--- src/rtl/verlet_step_pkg.sv ---
// Shared types, FSM states and default world-box bounds for the particle pipeline
// (verlet_step, node and constraint stages).
package sim_pkg;

    localparam int POS_W = 16;

    typedef logic signed [POS_W-1:0] pos_t;
    typedef logic signed [POS_W+1:0] wide_t;

    typedef enum logic [1:0] {
        IDLE  = 2'd0,
        CALC  = 2'd1,
        CLAMP = 2'd2,
        OUT   = 2'd3
    } step_state_t;

    localparam pos_t DEF_X_MIN = 16'sh0000;
    localparam pos_t DEF_X_MAX = 16'sh7F00;
    localparam pos_t DEF_Y_MIN = 16'sh0000;
    localparam pos_t DEF_Y_MAX = 16'sh7F00;

endpackage

--- src/rtl/verlet_step_clamp_axis.sv ---
// Saturates one wide position axis to [MIN, MAX]; hit flags that the wall was touched.
import sim_pkg::*;

module clamp_axis #(
    parameter pos_t MIN = DEF_X_MIN,
    parameter pos_t MAX = DEF_X_MAX
) (
    input  wide_t raw,
    output pos_t  clamped,
    output logic  hit
);

    always_comb begin
        clamped = raw[POS_W-1:0];
        hit     = 1'b0;
        if (raw < wide_t'(MIN)) begin
            clamped = MIN;
            hit     = 1'b1;
        end else if (raw > wide_t'(MAX)) begin
            clamped = MAX;
            hit     = 1'b1;
        end
    end

endmodule

--- src/rtl/verlet_step.sv ---
// Single-particle Verlet integrator with world-box clamping and valid/ready output.
// Optional velocity damping is enabled by defining VERLET_DAMPING_EN.
import sim_pkg::*;

module verlet_step #(
    parameter int         W          = POS_W,
    parameter logic signed [W-1:0] X_MIN = DEF_X_MIN,
    parameter logic signed [W-1:0] X_MAX = DEF_X_MAX,
    parameter logic signed [W-1:0] Y_MIN = DEF_Y_MIN,
    parameter logic signed [W-1:0] Y_MAX = DEF_Y_MAX,
    parameter int         DAMP_SHIFT = 6
) (
    input  logic         clk,
    input  logic         rst,
    input  logic         init_valid,
    input  logic [W-1:0] init_x,
    input  logic [W-1:0] init_y,
    input  logic         step_valid,
    output logic         step_ready,
    input  logic [W-1:0] ax,
    input  logic [W-1:0] ay,
    input  logic         pin,
    output logic         out_valid,
    input  logic         out_ready,
    output logic [W-1:0] out_x,
    output logic [W-1:0] out_y,
    output logic [W-1:0] out_vx,
    output logic [W-1:0] out_vy
);

`ifdef VERLET_DAMPING_EN
    localparam bit DAMP_ON = 1'b1;
`else
    localparam bit DAMP_ON = 1'b0;
`endif

    step_state_t state, next_state;

    pos_t  x, y, px, py;
    pos_t  ax_l, ay_l;
    logic  pin_l;
    wide_t raw_x, raw_y;
    wide_t vel_x, vel_y, damp_x, damp_y, sum_x, sum_y;
    pos_t  clamp_x, clamp_y;
    logic  hit_x, hit_y;

    always_ff @(posedge clk) begin
        if (rst) state <= IDLE;
        else     state <= next_state;
    end

    always_comb begin
        next_state = state;
        step_ready = 1'b0;
        case (state)
            IDLE: begin
                step_ready = !init_valid;
                if (!init_valid && step_valid) next_state = CALC;
            end
            CALC:  next_state = CLAMP;
            CLAMP: next_state = OUT;
            OUT:   if (out_ready) next_state = IDLE;
            default: next_state = IDLE;
        endcase
    end

    // With damping off the shift term folds to zero and no logic remains.
    always_comb begin
        vel_x  = wide_t'(x) - wide_t'(px);
        vel_y  = wide_t'(y) - wide_t'(py);
        damp_x = DAMP_ON ? (vel_x >>> DAMP_SHIFT) : '0;
        damp_y = DAMP_ON ? (vel_y >>> DAMP_SHIFT) : '0;
        sum_x  = wide_t'(x) + (vel_x - damp_x) + wide_t'(ax_l);
        sum_y  = wide_t'(y) + (vel_y - damp_y) + wide_t'(ay_l);
    end

    clamp_axis #(.MIN(X_MIN), .MAX(X_MAX)) u_clamp_x (
        .raw(raw_x), .clamped(clamp_x), .hit(hit_x)
    );

    clamp_axis #(.MIN(Y_MIN), .MAX(Y_MAX)) u_clamp_y (
        .raw(raw_y), .clamped(clamp_y), .hit(hit_y)
    );

    always_ff @(posedge clk) begin
        if (rst) begin
            x <= '0; y <= '0; px <= '0; py <= '0;
            ax_l <= '0; ay_l <= '0; pin_l <= 1'b0;
            raw_x <= '0; raw_y <= '0;
            out_valid <= 1'b0;
            out_x <= '0; out_y <= '0; out_vx <= '0; out_vy <= '0;
        end else begin
            case (state)
                IDLE: begin
                    if (init_valid) begin
                        x  <= pos_t'(init_x);
                        px <= pos_t'(init_x);
                        y  <= pos_t'(init_y);
                        py <= pos_t'(init_y);
                    end else if (step_valid) begin
                        ax_l  <= pos_t'(ax);
                        ay_l  <= pos_t'(ay);
                        pin_l <= pin;
                    end
                end
                CALC: begin
                    raw_x <= sum_x;
                    raw_y <= sum_y;
                end
                // A wall hit pins both cur and prev to the bound so the axis comes to rest.
                CLAMP: begin
                    out_valid <= 1'b1;
                    if (pin_l) begin
                        px <= x;
                        py <= y;
                        out_x <= x;
                        out_y <= y;
                        out_vx <= '0;
                        out_vy <= '0;
                    end else begin
                        x  <= clamp_x;
                        y  <= clamp_y;
                        px <= hit_x ? clamp_x : x;
                        py <= hit_y ? clamp_y : y;
                        out_x  <= clamp_x;
                        out_y  <= clamp_y;
                        out_vx <= hit_x ? '0 : clamp_x - x;
                        out_vy <= hit_y ? '0 : clamp_y - y;
                    end
                end
                OUT: begin
                    if (out_ready) out_valid <= 1'b0;
                end
                default: ;
            endcase
        end
    end

endmodule

--- config.mk ---
export PLATFORM = sky130hd
export DESIGN_NAME = verlet_step
export DESIGN_NICKNAME = d
export VERILOG_FILES = /design/src/rtl/verlet_step_pkg.sv /design/src/rtl/verlet_step_clamp_axis.sv /design/src/rtl/verlet_step.sv
export SDC_FILE = /design/constraint.sdc
export NUM_CORES = 1
export LEC_CHECK = 0
export CAP_MARGIN = 20
export CORE_ASPECT_RATIO = 0.75
export CORE_MARGIN = 1.5
export CORE_UTILIZATION = 50
export CTS_BUF_LIST = sky130_fd_sc_hd__clkbuf_16
export CTS_CLUSTER_SIZE = 20
export DETAILED_ROUTE_END_ITERATION = 8
export GPL_ROUTABILITY_DRIVEN = 0
export GPL_TIMING_DRIVEN = 0
export PLACE_DENSITY = 0.72
export SYNTH_ARGS = -nofsm -noshare
export SYNTH_HDL_FRONTEND = slang
export SYNTH_SLANG_ARGS = --single-unit
--- constraint.sdc ---
create_clock -name clk -period 6.26 [get_ports clk]
set_clock_uncertainty 0.05 [all_clocks]
set_input_delay 1.878 -clock clk [delete_from_list [all_inputs] [get_ports clk]]
set_output_delay 1.878 -clock clk [all_outputs]
set_load 0.05 [all_outputs]
==> flow_metrics.tcl <==
set metrics [dict create \
    power.density_nw_per_um2 648 \
    async_flop_share_pct 0 \
    diodes 0 \
    routed_wl_mm 39.5 \
    first_iter_violations 1633 \
    drc 0 \
    cts_tree "built" \
    postCtsHoldBufs 0 \
    synthFlopType "dfxtp_1" \
    tns_ns 0 \
    clk_latency_ns 0.45 \
    yosysSeqAreaShare_pct 33.7 \
    core_area_um2 23200 \
    crit_required_ns 4.33 \
    grt_pass1_vias 10400 \
    synth_area_per_cell_um2 7.95 \
    cts.sinks 200 \
    dp_hpwl_mm 30.7 \
    fp.dieH_um 137 \
    ctsRootBufferMaster "clkbuf_16" \
    p_clk_share_pct 12.4 \
    vias 11700 \
    io_pins 136 \
    finalPower_mw 9.20 \
    switchingPower_mw 4.74 \
    initial_core_util_pct 51.3 \
    areaGrowthSynthToFinish_pct 19.5 \
    io_buffers 135 \
    rsz0062_at_grt "false" \
    wl_per_cell_um 20.1 \
    numCtsBuffers 17 \
    grt_use_total_pct 32.1 \
    die_w_um 181 \
    finalHoldViolations 0 \
    nets 1826 \
    min_path_type "reg2reg" \
    swShare_pct 51.5 \
    synth_edf_count 0 \
    ant_nets 0 \
    internal_power_mw 4.46 \
    status "complete, no violations" \
    drive_gt1_share_pct 3.31 \
    dieArea_um2 24700 \
    synthCells 1494 \
    finalSetupViolations 0 \
    p_comb_share_pct 66.3 \
    h-tree-depth 4 \
    tightest_slew_ns 0.915 \
    cp_max_fo 3 \
    p_leak_nw 5.64 \
    postCtsSetupRepairBufs 0 \
    drt_pass1_iterations 6 \
    post-route-min-period_ns 5.38 \
    yosysWarnings 0 \
    via_per_inst 5.98 \
    finalCritPeriodShare_pct 86.0 \
    maxCapViolCount 0 \
    start_kind "primary input" \
    peakVddDrop_mv 0.336 \
    syn-num-nets 1672 \
    cts-resized-gates 0 \
    grt-ovfl-total 0 \
    drv_slew 0 \
    std_cell_rows 48 \
    ys_ff_latch 200 \
    arrival_ns 3.45 \
    clk_pin_slew_ns 0.08 \
    antenna_found_initial 1 \
    grt_max_degree 20 \
    grt_first_pass_wirelength_mm 60.5 \
    seq_power_share_pct 21.3 \
    max_freq_mhz 186 \
    slew_headroom_pct 39.0 \
    clockBufferDepth 2 \
    critPathKind "in2out" \
    synth_cell_type_count 70 \
    worstSetupEndpointType "output port" \
    netlist_area_um2 11900 \
]
path summary, 6_finish.rpt:
path,startpoint,to,slack (ns),cells past startpoint
worst min-delay path,ay_l[8]$_SDFFE_PP0P_,ay_l[8]$_SDFFE_PP0P_,0.41,2
worst max register to register,raw_x[0]$_SDFFE_PP0N_,out_vx[13]$_SDFFE_PP0P_,2.36,13
worst max-delay path,init_valid,step_ready,0.88,3
worst min register to register,ay_l[8]$_SDFFE_PP0P_,ay_l[8]$_SDFFE_PP0P_,0.41,2
logic make-up after synthesis:
kind of cell,Yosys count,share of synthesized area [%]
flops,200,33.7
simple gates,469,17.9
fa+ha+maj,108,13.6
mux,19,1.60
buf+inv,239,7.78
xor+xnor,43,3.17
compound gates,416,22.2
Yosys cell counts, types with 8 or more instances:
library cell / instances / area [µm²]
a211oi_1: 52 / 390
a21o_1: 11 / 82.6
a21oi_1: 148 / 741
a22o_1: 8 / 70.1
a22oi_1: 33 / 248
a31oi_1: 11 / 68.8
and2_1: 17 / 106
clkbuf_1: 61 / 229
dfxtp_1: 200 / 4000
fa_1: 36 / 721
ha_1: 72 / 901
inv_1: 159 / 597
mux2i_1: 19 / 190
nand2_1: 173 / 649
nand2b_1: 10 / 62.6
nand3_1: 17 / 85.1
nor2_1: 139 / 522
nor2b_1: 24 / 150
nor3_1: 37 / 185
nor4_1: 14 / 87.6
o211ai_1: 12 / 90.1
o21a_1: 8 / 60.1
o21ai_0: 70 / 350
or3_1: 8 / 50.1
xnor2_1: 23 / 201
xor2_1: 20 / 175
per-layer routing:
layer	up-vias	share of wire, %	routed length, µm	GRT usage [%]
li1	5439	-	-	-
met1	5426	46	18000	47.5
met2	780	38	14900	43.9
met3	77	15	5760	11.2
met4	0	2.1	824	7.82
met5	-	0	0	0
layout by cell type (no fill, tap or decap), types with 6 or more instances in the layout:
master,instances
a31oi_1,11
nor3b_1,6
fa_1,36
nor2_1,139
dfxtp_1,200
xnor2_1,23
o211ai_1,12
inv_1,159
o21bai_1,7
clkbuf_1,61
nor2b_1,24
a21o_1,11
nor4_1,14
and2_1,17
clkbuf_16,17
buf_2,7
o311ai_0,7
o21ai_0,70
nand3_1,17
ha_1,72
a21oi_1,148
or3_1,8
clkdlybuf4s50_1,135
xor2_1,20
a221oi_1,6
nand2b_1,10
nand4_1,6
o21a_1,8
mux2i_1,19
a22oi_1,33
a22o_1,8
nand2_1,173
nor3_1,37
a211oi_1,52
registers in the layout (all words and copies together) (netlist names):
name	flops
out_x	16
state	2
out_vx	16
py	16
x	16
out_vy	16
ax_l	16
y	16
ay_l	16
out_y	16
out_valid	1
px	16
raw_x	18
pin_l	1
raw_y	18
stage by stage:
step | hold slack [ns] | instances | setup slack, ns | util (%) | instance area, µm²
after floorplan | 0.386 | 1494 | 1.71 | - | 11900
after global placement | 0.389 | 1929 | 0.935 | 58.7 | 13600
after detailed placement | 0.392 | 1929 | 0.906 | 58.7 | 13600
after CTS | 0.408 | 1961 | 0.889 | 61.2 | 14200
after global routing | 0.431 | 1961 | 0.812 | 61.2 | 14200
final | 0.406 | 1961 | 0.879 | 61.2 | 14200
final cells by class:
cell class	count	area, µm²
Buffer	77	314
Clock buffer	17	425
Clock inverter	15	159
Fill cell	2081	8990
Inverter	162	611
Multi-Input combinational cell	1055	6950
Sequential cell	200	4000
Tap cell	300	375
Timing Repair Buffer	135	1350
power by group through the flow:
| stage | Sequential (mW) | Clock, mW | Combinational (mW) |
|---|---|---|---|
| 6_report | 1.96 | 1.14 | 6.10 |
| 3_5_place_dp | 1.96 | 0 | 5.87 |
| 2_1_floorplan | 2.19 | 0 | 4.05 |
| 4_1_cts | 1.94 | 1.13 | 5.92 |
| 3_3_place_gp | 1.96 | 0 | 5.73 |
| 5_1_grt | 2.00 | 1.19 | 6.62 |
worst max-delay path: stages:
cell and delay [ns]:
clkdlybuf4s50_1 0.46, nor2b_1 0.25, clkdlybuf4s50_1 0.86
Note: power is estimated with default switching activity, not from simulation.
==> RTL edit: new RTL, same settings <==
Re-encode `step_state_t` (4 states) as Gray code, 2 bits wide.
--- a/src/rtl/verlet_step_pkg.sv
+++ b/src/rtl/verlet_step_pkg.sv
@@ -9,8 +9,8 @@
 
     typedef enum logic [1:0] {
-        IDLE  = 2'd0,
-        CALC  = 2'd1,
-        CLAMP = 2'd2,
-        OUT   = 2'd3
+        IDLE  = 2'b00,
+        CALC  = 2'b01,
+        CLAMP = 2'b11,
+        OUT   = 2'b10
     } step_state_t;
 
Check against the original RTL: no difference found for any inputs over 4 cycles, from zero or initial values and one cycle with rst high; so few cycles prove little.
==> RTL edit against the original RTL <==
Global-route usage grew 0.69 points. Cell count down 0.20%. Fmax increased by 1.6%. Worst hold slack about the same. Critical endpoint unchanged. Sequential cell count is the same. Largest cell class unchanged. Count of clock-buffer cells in the layout stayed put. Area after synthesis fell by 0.23%. Cell area about the same. Setup slack better by 0.085 ns. Routed wire length rose by 1.8%. Highest routed layer unchanged.
Power is not compared: it rests on default switching activity, and its combinational part moved more than twofold at a synthesized area within 25%.
==> RTL edit: results (changes against the original RTL) <==
logic_synthesis:
  synthTopCellsByCount: "dfxtp_1 (200), nand2_1 (193), inv_1 (144)"  # was dfxtp_1 (200), nand2_1 (173), inv_1 (159)
  synth_compound_area_frac: 0.243  # was 0.222
  syn-mean-instance-area_um2: 7.97  # was 7.95 µm²
  yosys.cell_types.count: 65  # was 70
  synth_nets: 1662  # was 1672
  synth_area_leaders: "dfxtp_1 (34%), ha_1 (7.2%), nand2_1 (6.1%)"  # was dfxtp_1 (34%), ha_1 (7.6%), a21oi_1 (6.2%)
  synth_fa_ha_area_frac: 0.133  # was 0.136
  synth-xor-area-share: 0.0236  # was 0.0317
  synthMuxAreaShare: 0.00253  # was 0.0160
  synth-seq-area-share: 0.338  # was 0.337
  ys_async_sr_fraction: 0  # unchanged
routing:
  met1Wirelength_um: 18100  # was 18000 µm
  vias: 11900  # was 11700
  wl_um: 40200  # was 39500 µm
  wl_met2_um: 15900  # was 14900 µm
  dr.first_iter.drc_count: 1522  # was 1633
  vias_per_cell: 6.09  # was 5.98
  route.met3.wl_um: 5250  # was 5760 µm
  dr.pass1.iters: 7  # was 6
placed_design:
  dpl.hpwl_um: 30600  # was 30700 µm
  place_inst: 1924  # was 1929
  pre_cts_ws_ns: 0.982  # was 0.906 ns
  dpl_cell_area_um2: 13600  # about the same
clocking:
  post-cts-setup-buffer-count: 0  # unchanged
  cts-root-buf: "clkbuf_16"  # unchanged
  ctsResizeCount: 0  # unchanged
worst_setup_path:
  rr_startpoint: "raw_x[2]"  # was raw_x[0]
  r2r-end: "out_vx[15]"  # was out_vx[13]
  rr_worst_depth: 12  # was 13
  crit_arrival_ns: 3.37  # was 3.45 ns
  cp_max_fo: 4  # was 3
  worst-r2r-setup-slack_ns: 1.74  # was 2.36 ns
global_routing:
  grt_usage: 0.328  # was 0.321
  grt_max_degree: 19  # was 20
  grt_pass1_vias: 11000  # was 10400
  use_met3: 0.0978  # was 0.112
  top_usage_layer: "met1"  # unchanged
  met2_usage: 0.462  # was 0.439
  antenna_found_initial: 0  # was 1
  use_met1: 0.475  # about the same
  grt_pass1_wl_um: 61700  # was 60500 µm
timing:
  relSlewSlack: 0.272  # was 0.390
  fmax_mhz: 189  # was 186 MHz
  hold_ws_ns: 0.406  # about the same
min_path:
  whs_path_depth: 2  # unchanged
  whs_endpoint: "out_vy[12]"  # was ay_l[8]
  min-delay-start: "out_vy[12]"  # was ay_l[8]
final_layout:
  fill_cells: 2060  # was 2081
  drive_above_1_share: 0.0326  # was 0.0331
  layout.nets: 1818  # was 1826
run_status:
  status: "finished clean"  # unchanged
==> RTL edit: changes by cell type after synthesis, moves of 14 or more <==
cell	before	now
a21oi_1	148	114
a211oi_1	52	28
a221oi_1	6	26
nand2_1	173	193
a21o_1	11	29
mux2i_1	19	3
nand3_1	17	33
inv_1	159	144
nor2b_1	24	10
==> RTL edit: critical path: stages <==
cell,delay (ns)
clkdlybuf4s50_1,0.49
nor3_1,0.16
clkdlybuf4s50_1,0.83
==> RTL edit: final cells by class <==
cell class | instances | area (µm²) | share of cell area
Buffer | 77 | 302 | 0.0213
Clock buffer | 17 | 425 | 0.0300
Clock inverter | 15 | 168 | 0.0118
Inverter | 145 | 544 | 0.0384
Multi-Input combinational cell | 1066 | 7000 | 0.494
Sequential cell | 200 | 4000 | 0.282
Tap cell | 300 | 375 | 0.0265
Timing Repair Buffer | 137 | 1360 | 0.0961
==> RTL edit: power by group <==
group	total, mW	internal [mW]	switching, mW
Clock	1.16	0.599	0.558
Combinational	1.63	0.636	0.989
Sequential	1.43	1.35	0.0780
